==> src/rtl/rf_nwr_nrd_guarded_if.sv <==
// rtl/rf_nwr_nrd_guarded_if.sv - transport-bus bundle for the multi-port guarded register file
interface rf_nwr_nrd_guarded_if #(
  parameter int DATA_W = 32,
  parameter int DEPTH  = 8,
  parameter int NUM_WR = 2,
  parameter int NUM_RD = 2,
  parameter int ADDR_W = $clog2(DEPTH)
);
  logic                       io_glock;
  logic [NUM_WR-1:0]          io_t_load;
  logic [NUM_WR*ADDR_W-1:0]   io_t_opcode;
  logic [NUM_WR*DATA_W-1:0]   io_t_data;
  logic [NUM_RD-1:0]          io_r_load;
  logic [NUM_RD*ADDR_W-1:0]   io_r_opcode;
  logic [NUM_RD*DATA_W-1:0]   io_r_data;
  logic [DEPTH-1:0]           io_guard;

  modport master (
    output io_glock, io_t_load, io_t_opcode, io_t_data, io_r_load, io_r_opcode,
    input  io_r_data, io_guard
  );

  modport slave (
    input  io_glock, io_t_load, io_t_opcode, io_t_data, io_r_load, io_r_opcode,
    output io_r_data, io_guard
  );
endinterface

==> src/rtl/rf_nwr_nrd_guarded.sv <==
// rtl/rf_nwr_nrd_guarded.sv - NUM_WR/NUM_RD guarded TTA register file; RF_RD_BYPASS_EN enables read write-through
module rf_nwr_nrd_guarded #(
  parameter int DATA_W = 32,
  parameter int DEPTH  = 8,
  parameter int NUM_WR = 2,
  parameter int NUM_RD = 2,
  parameter int ADDR_W = $clog2(DEPTH)
) (
  input  logic                clk,
  input  logic                reset,
  rf_nwr_nrd_guarded_if.slave bus
);

  logic [DATA_W-1:0]        rf      [DEPTH];
  logic [DATA_W-1:0]        r_data  [NUM_RD];
  logic [DEPTH-1:0]         wv;
  logic [DATA_W-1:0]        wd      [DEPTH];
  logic [NUM_RD-1:0]        rd_en;
  logic [ADDR_W-1:0]        rd_idx  [NUM_RD];
  logic [DATA_W-1:0]        rd_next [NUM_RD];
  logic [DEPTH-1:0]         guard;
  logic [NUM_RD*DATA_W-1:0] r_data_flat;

  // Per-register write decode; later ports overwrite earlier ones so the highest index wins.
  always_comb begin
    for (int i = 0; i < DEPTH; i++) begin
      wv[i] = 1'b0;
      wd[i] = '0;
    end
    if (!bus.io_glock) begin
      for (int k = 0; k < NUM_WR; k++) begin
        if (bus.io_t_load[k]) begin
          for (int i = 0; i < DEPTH; i++) begin
            if (int'(bus.io_t_opcode[k*ADDR_W +: ADDR_W]) == i) begin
              wv[i] = 1'b1;
              wd[i] = bus.io_t_data[k*DATA_W +: DATA_W];
            end
          end
        end
      end
    end
  end

  always_comb begin
    for (int j = 0; j < NUM_RD; j++) begin
      rd_en[j]   = bus.io_r_load[j] & ~bus.io_glock;
      rd_idx[j]  = bus.io_r_opcode[j*ADDR_W +: ADDR_W];
      rd_next[j] = '0;
      if (int'(rd_idx[j]) < DEPTH) begin
`ifdef RF_RD_BYPASS_EN
        rd_next[j] = wv[rd_idx[j]] ? wd[rd_idx[j]] : rf[rd_idx[j]];
`else
        rd_next[j] = rf[rd_idx[j]];
`endif
      end
    end
  end

  // Guard always sees the in-flight write so the interconnect can squash in the same cycle.
  always_comb begin
    for (int i = 0; i < DEPTH; i++) begin
      guard[i] = wv[i] ? (wd[i] != '0) : (rf[i] != '0);
    end
  end

  always_ff @(posedge clk) begin
    if (reset) begin
      for (int i = 0; i < DEPTH; i++) rf[i] <= '0;
      for (int j = 0; j < NUM_RD; j++) r_data[j] <= '0;
    end else begin
      for (int i = 0; i < DEPTH; i++) begin
        if (wv[i]) rf[i] <= wd[i];
      end
      for (int j = 0; j < NUM_RD; j++) begin
        if (rd_en[j]) r_data[j] <= rd_next[j];
      end
    end
  end

  always_comb begin
    r_data_flat = '0;
    for (int j = 0; j < NUM_RD; j++) r_data_flat[j*DATA_W +: DATA_W] = r_data[j];
  end

  assign bus.io_r_data = r_data_flat;
  assign bus.io_guard  = guard;

endmodule

==> src/flat_wrapper.sv <==
// flat-port wrapper written by rule: the top's interface ports become plain ports
module rf_nwr_nrd_guarded_flat 
#(
  parameter int DATA_W = 32,
  parameter int DEPTH  = 8,
  parameter int NUM_WR = 2,
  parameter int NUM_RD = 2,
  parameter int ADDR_W = $clog2(DEPTH)
)
  (clk, reset, bus_io_glock, bus_io_t_load, bus_io_t_opcode, bus_io_t_data, bus_io_r_load, bus_io_r_opcode, bus_io_r_data, bus_io_guard);
  rf_nwr_nrd_guarded_if #(.DATA_W(DATA_W), .DEPTH(DEPTH), .NUM_WR(NUM_WR), .NUM_RD(NUM_RD), .ADDR_W(ADDR_W)) bus_i ();
  input  logic clk;
  input  logic reset;
  input wire logic [$bits(bus_i.io_glock)-1:0] bus_io_glock;
  input wire logic [$bits(bus_i.io_t_load)-1:0] bus_io_t_load;
  input wire logic [$bits(bus_i.io_t_opcode)-1:0] bus_io_t_opcode;
  input wire logic [$bits(bus_i.io_t_data)-1:0] bus_io_t_data;
  input wire logic [$bits(bus_i.io_r_load)-1:0] bus_io_r_load;
  input wire logic [$bits(bus_i.io_r_opcode)-1:0] bus_io_r_opcode;
  output wire logic [$bits(bus_i.io_r_data)-1:0] bus_io_r_data;
  output wire logic [$bits(bus_i.io_guard)-1:0] bus_io_guard;
  assign bus_i.io_glock = bus_io_glock;
  assign bus_i.io_t_load = bus_io_t_load;
  assign bus_i.io_t_opcode = bus_io_t_opcode;
  assign bus_i.io_t_data = bus_io_t_data;
  assign bus_i.io_r_load = bus_io_r_load;
  assign bus_i.io_r_opcode = bus_io_r_opcode;
  assign bus_io_r_data = bus_i.io_r_data;
  assign bus_io_guard = bus_i.io_guard;
  rf_nwr_nrd_guarded #(.DATA_W(DATA_W), .DEPTH(DEPTH), .NUM_WR(NUM_WR), .NUM_RD(NUM_RD), .ADDR_W(ADDR_W)) u_core (.clk(clk), .reset(reset), .bus(bus_i));
endmodule
==> config.mk <==
export PLATFORM = sky130hd
export DESIGN_NAME = rf_nwr_nrd_guarded_flat
export DESIGN_NICKNAME = d
export VERILOG_FILES = /design/src/rtl/rf_nwr_nrd_guarded_if.sv /design/src/rtl/rf_nwr_nrd_guarded.sv /design/src/flat_wrapper.sv
export SDC_FILE = /design/constraint.sdc
export NUM_CORES = 1
export LEC_CHECK = 0
export BUFFER_PORTS_ARGS = -buffer_cell sky130_fd_sc_hd__buf_2
export CAP_MARGIN = 10
export CORE_MARGIN = 3
export CORE_UTILIZATION = 40
export CTS_CLUSTER_SIZE = 16
export DETAILED_ROUTE_END_ITERATION = 16
export GPL_TIMING_DRIVEN = 0
export PLACE_DENSITY = 0.62
export SLEW_MARGIN = 30
export SYNTH_ARGS = -nofsm -noshare
export SYNTH_HDL_FRONTEND = slang
export SYNTH_SLANG_ARGS = --single-unit
==> constraint.sdc <==
create_clock -name clk -period 5.6 [get_ports clk]
set_clock_uncertainty 0.1 [all_clocks]
set_input_delay 0.56 -clock clk [delete_from_list [all_inputs] [get_ports clk]]
set_output_delay 0.56 -clock clk [all_outputs]
set_load 0.02 [all_outputs]
# Yosys cells after proc, flatten, opt, wreduce, memory -nomap -nowiden
# Memory sizes are Yosys's and may differ from the RTL's.
# Index checks and enable logic that the tools add are counted.
[totals] memories=2 in_bits=83 reg_bits=0 ram_bits=320 wordCells=135
[mem_list] memory="u_core.rf" words=8 width=32 read_ports=10 rd_clocked_by_memory_dff=0 write_ports=8 line="rf_nwr_nrd_guarded.sv:14" source="logic [DATA_W-1:0] rf [DEPTH];"
[mem_list] memory="u_core.r_data" words=2 width=32 read_ports=2 rd_clocked_by_memory_dff=0 write_ports=2 line="rf_nwr_nrd_guarded.sv:15" source="logic [DATA_W-1:0] r_data [NUM_RD];"
[classes] n_mux=88 bitwise=13 n_reduce_logical=18 n_eq_ne=14
[op_table] operator="$mux 32" n=26
[op_table] operator="$mux 256" n=3
[op_table] operator="$reduce_bool 32->1" n=16
[op_table] operator="$mux 1" n=56
[op_table] operator="$eq 3x3->1 const B" n=8
[op_table] operator="$mux 8" n=3
[op_table] operator="$eq 3x2->1 const B" n=4
[op_table] operator="$or 1x1->1" n=10
[op_table] operator="$eq 3x1->1 const B" n=2
[op_table] operator="$logic_not 3->1" n=2
[op_table] operator="$and 1x1->1" n=2
[op_table] operator="$not 1->1" n=1

# Longest topological paths before layout
[depth] ltp_word=10 ltp_mapped=8

# Worst setup path before layout
# OpenSTA, ideal clock, no wires.
[synth_path] path_type="input-to-output" start="input bus_io_t_opcode[5]" end="output bus_io_guard[0]" slack_ps=2836 arrival_time_ps=2104 required_time_ps=4940 cell_stages=6 cell_sequence="clkbuf_1 > or4b_2 > a21oi_1 > or3_1 > o31ai_1 > a31oi_1"
[synth_between] elab_chain_len=6
[synth_lines] element="from (decl)" line="flat_wrapper.sv:16" source="input wire logic [$bits(bus_i.io_t_opcode)-1:0] bus_io_t_opcode;"
[synth_lines] element="$logic_not 3->1 *" line="rf_nwr_nrd_guarded.sv:34" source="if (int'(bus.io_t_opcode[k*ADDR_W +: ADDR_W]) == i) begin"
[synth_lines] element="$mux 32" line="rf_nwr_nrd_guarded.sv:34"
[synth_lines] element="$mux 256" line="rf_nwr_nrd_guarded.sv:32" source="if (bus.io_t_load[k]) begin"
[synth_lines] element="$mux 256" line="rf_nwr_nrd_guarded.sv:30" source="if (!bus.io_glock) begin"
[synth_lines] element="$reduce_bool 32->1" line="rf_nwr_nrd_guarded.sv:62" source="guard[i] = wv[i] ? (wd[i] != '0) : (rf[i] != '0);"
[synth_lines] element="$mux 1 *" line="rf_nwr_nrd_guarded.sv:62"
[synth_lines] element="to (decl)" line="flat_wrapper.sv:21" source="output wire logic [$bits(bus_i.io_guard)-1:0] bus_io_guard;"
# Mark *: on every way between the ends. The rest lies on a longest branch, timed or not.

# Final worst setup path
# Ends and elaborated chain as after synthesis.

==> results.json <==
{
  "cts_made_buffers": 30,
  "synth_fp_nets": 1709,
  "arrival_ps": 3070,
  "core_sq_um": 45970,
  "grt_pass1_wl_um": 102700,
  "ir_worst_vdd_mv": 0.2277,
  "cp_data_required_time_ps": 4940,
  "via_count": 15760,
  "fill_cells": 4221,
  "period_share_pct": 66.61,
  "whs_ps": 301.2,
  "cts_tree": "built",
  "io_pins": 155,
  "synth_top_area_cell": "edfxtp_1",
  "regArea_sq_um": 9609,
  "track_usage_pct": 27.61,
  "timing.fmax_mhz": 268.1,
  "wl_per_cell_um": 29.33,
  "clk_pin_slew_ps": 70,
  "crit_type": "in2out",
  "hold_viol": 0,
  "ant_nets": 0,
  "leakage_uw": 0.006788,
  "hold_path.class": "in2reg",
  "yosysTopAreaCellShare_pct": 50.90,
  "drc": 0,
  "synth_edf_count": 320,
  "rsz0062_at_grt": "no",
  "die_y_um": 223.3,
  "max-clock-path-buffers": 3,
  "ys_seq_area_share_pct": 50.90,
  "slowest_delay_ps": 800,
  "rows": 78,
  "syn-cell-area_sq_um": 18880,
  "cp.buffers_inverters": 3,
  "grt_start_max_net_pins": 33,
  "synth.top_cells.by_count": "edfxtp_1 (320), nor2_1 (280), a22oi_1 (192), clkbuf_1 (152), nand2_1 (137)",
  "critPathMostFrequentCell": "buf_2",
  "post_cts_resized": 0,
  "worstMarginPinSlew_ps": 915.0,
  "synth.distinct_cells": 47,
  "max_cap_violations": 0,
  "syn_inst": 1626,
  "outcome": "finished clean",
  "viasPerCell": 6.549,
  "drt_first_iter_violations": 2326,
  "gp_congestion": 1.028,
  "critPathCaptureType": "output port",
  "grt_overflow": 0,
  "layout.nets": 1870,
  "dieArea_sq_um": 49840,
  "min_period_ps": 3730,
  "final_layout_size_suffix_gt1_share_pct": 19.34,
  "insertion_delay_ps": 580,
  "p_per_area_nw_per_um2": 271.0,
  "postCtsHoldBufs": 0,
  "path_cells": "buf_2 -> clkbuf_1 -> or4b_2 -> a21oi_1 -> or3_1 -> o31ai_1 -> a31oi_1 -> buf_2",
  "initial_core_util_pct": 41.07,
  "yosys-top-cells-area": "edfxtp_1 (51%), mux4_2 (15%), a22oi_1 (7.6%)",
  "path_max_fanout": 10,
  "cts_sinks": 320,
  "multi_input_area_sq_um": 8479,
  "synth_warnings": 0,
  "ys_ff_latch": 320,
  "final.setup.tns_ps": 0,
  "yosys.cell_count.top_type": "edfxtp_1",
  "relSlewSlack_pct": 39.00,
  "crit_family": "simple AND/OR/NAND/NOR gates",
  "htree_levels": 1,
  "die_x_um": 223.3,
  "startpoint_type": "input port",
  "synth-async-reset-ratio_pct": 0,
  "numPortBuffers": 129,
  "grt_antenna_before_repair": 0,
  "syn_to_final_growth_pct": 12.08,
  "cpMaxStageDelayCell": "or4b_2",
  "ys.flop_type": "edfxtp_1",
  "clockRootBuffer": "clkbuf_16",
  "detailed_place_hpwl_um": 56040,
  "dr.pass1.iters": 6,
  "setup_viol": 0,
  "syn_area_per_cell_sq_um": 11.61,
  "postCtsSetupBuffers": 0,
  "route.final.wire_length_um": 70580,
  "grt_pass1_vias": 15550,
  "slew_viol_final": 0
}
## path summary, 6_finish.rpt
check	start	endpoint	slack (ps)	cells after the start
setup reg to reg	u_core.rf[6][14]$_SDFFCE_PP0P_	u_core.r_data[0][14]$_SDFFCE_PN0P_	3900	3
hold reg to reg	u_core.rf[2][6]$_SDFFCE_PN0P_	u_core.r_data[0][6]$_SDFFCE_PN0P_	750	3
hold / removal	bus_io_t_data[31]	u_core.rf[7][31]$_SDFFCE_PP0P_	300	3
setup / recovery	bus_io_t_opcode[5]	bus_io_guard[0]	1870	8
## layout by cell type, fill, tap and decap left out, types with 4 or more instances in the layout
cell type and instances:
edfxtp_1 320, nor2_1 280, a22oi_1 192, buf_2 159, clkbuf_1 157, nand2_1 137, mux4_2 128, nor4_1 84
a21oi_1 72, mux2i_1 65, clkbuf_16 31, nand4_1 27, nor3_1 22, buf_1 16, or2_2 12, or4_1 11
clkinv_1 8, a31oi_1 7, nand3_1 7, or3_1 6, nand4b_1 6, nor4bb_1 5, o31ai_1 4, nand2b_1 4
## state kept, by name, summed over array words and instances (netlist names)
name           flops
u_core.rf        256
u_core.r_data     64
## report_power, final
part / switching, uW / internal [uW]
clock: 888 / 997
combinational: 564 / 328
sequential: 139 / 2820
total: 1590 / 4140
## routing by layer
layer,global-route usage [%],part of all wire (%),vias to the layer above
met4,11.22,4.6,0
met3,5.789,12,198
met1,38.22,39,7708
met5,0,0,-
li1,-,-,6668
met2,42.65,44,1184
## per-stage QoR
step	setup WS (ps)	util, %	cell area, sq um	total power [uW]	std cells
after floorplan	2836	-	18880	3505	1626
after global placement	1936	44.11	20280	3855	2355
after detailed placement	1967	44.12	20280	3875	2355
after CTS	1956	45.99	21140	5710	2405
after global routing	1776	46.03	21160	5889	2405
final	1870	46.03	21160	5735	2406
## worst reg2reg max path: stages, from the launching register on
cell and delay, ps:
edfxtp_1 530, mux4_2 580, mux2i_1 170, nor2_1 60
## layout make-up
| class | instances | area share (%) |
|---|---|---|
| clock inverter | 14 | 0.3193 |
| multi-input combinational | 1103 | 40.07 |
| tap | 600 | 3.548 |
| buffer | 200 | 3.778 |
| antenna | 1 | 0.01183 |
| inverter | 3 | 0.05322 |
| timing repair buffer | 129 | 3.051 |
| sequential | 320 | 45.41 |
| clock buffer | 36 | 3.755 |
## cells by family (layout without fill, tap and decap cells)
kind of cell,Yosys count,count (layout),synth area share [%]
AO/OA/AOI/OAI,288,288,10.49
buffers and inverters,203,382,4.295
flip-flops,320,320,50.90
multiplexers,193,193,18.72
other,0,1,0
AND/OR/NAND/NOR,622,622,15.60
Power figures use the tool's default switching activity.
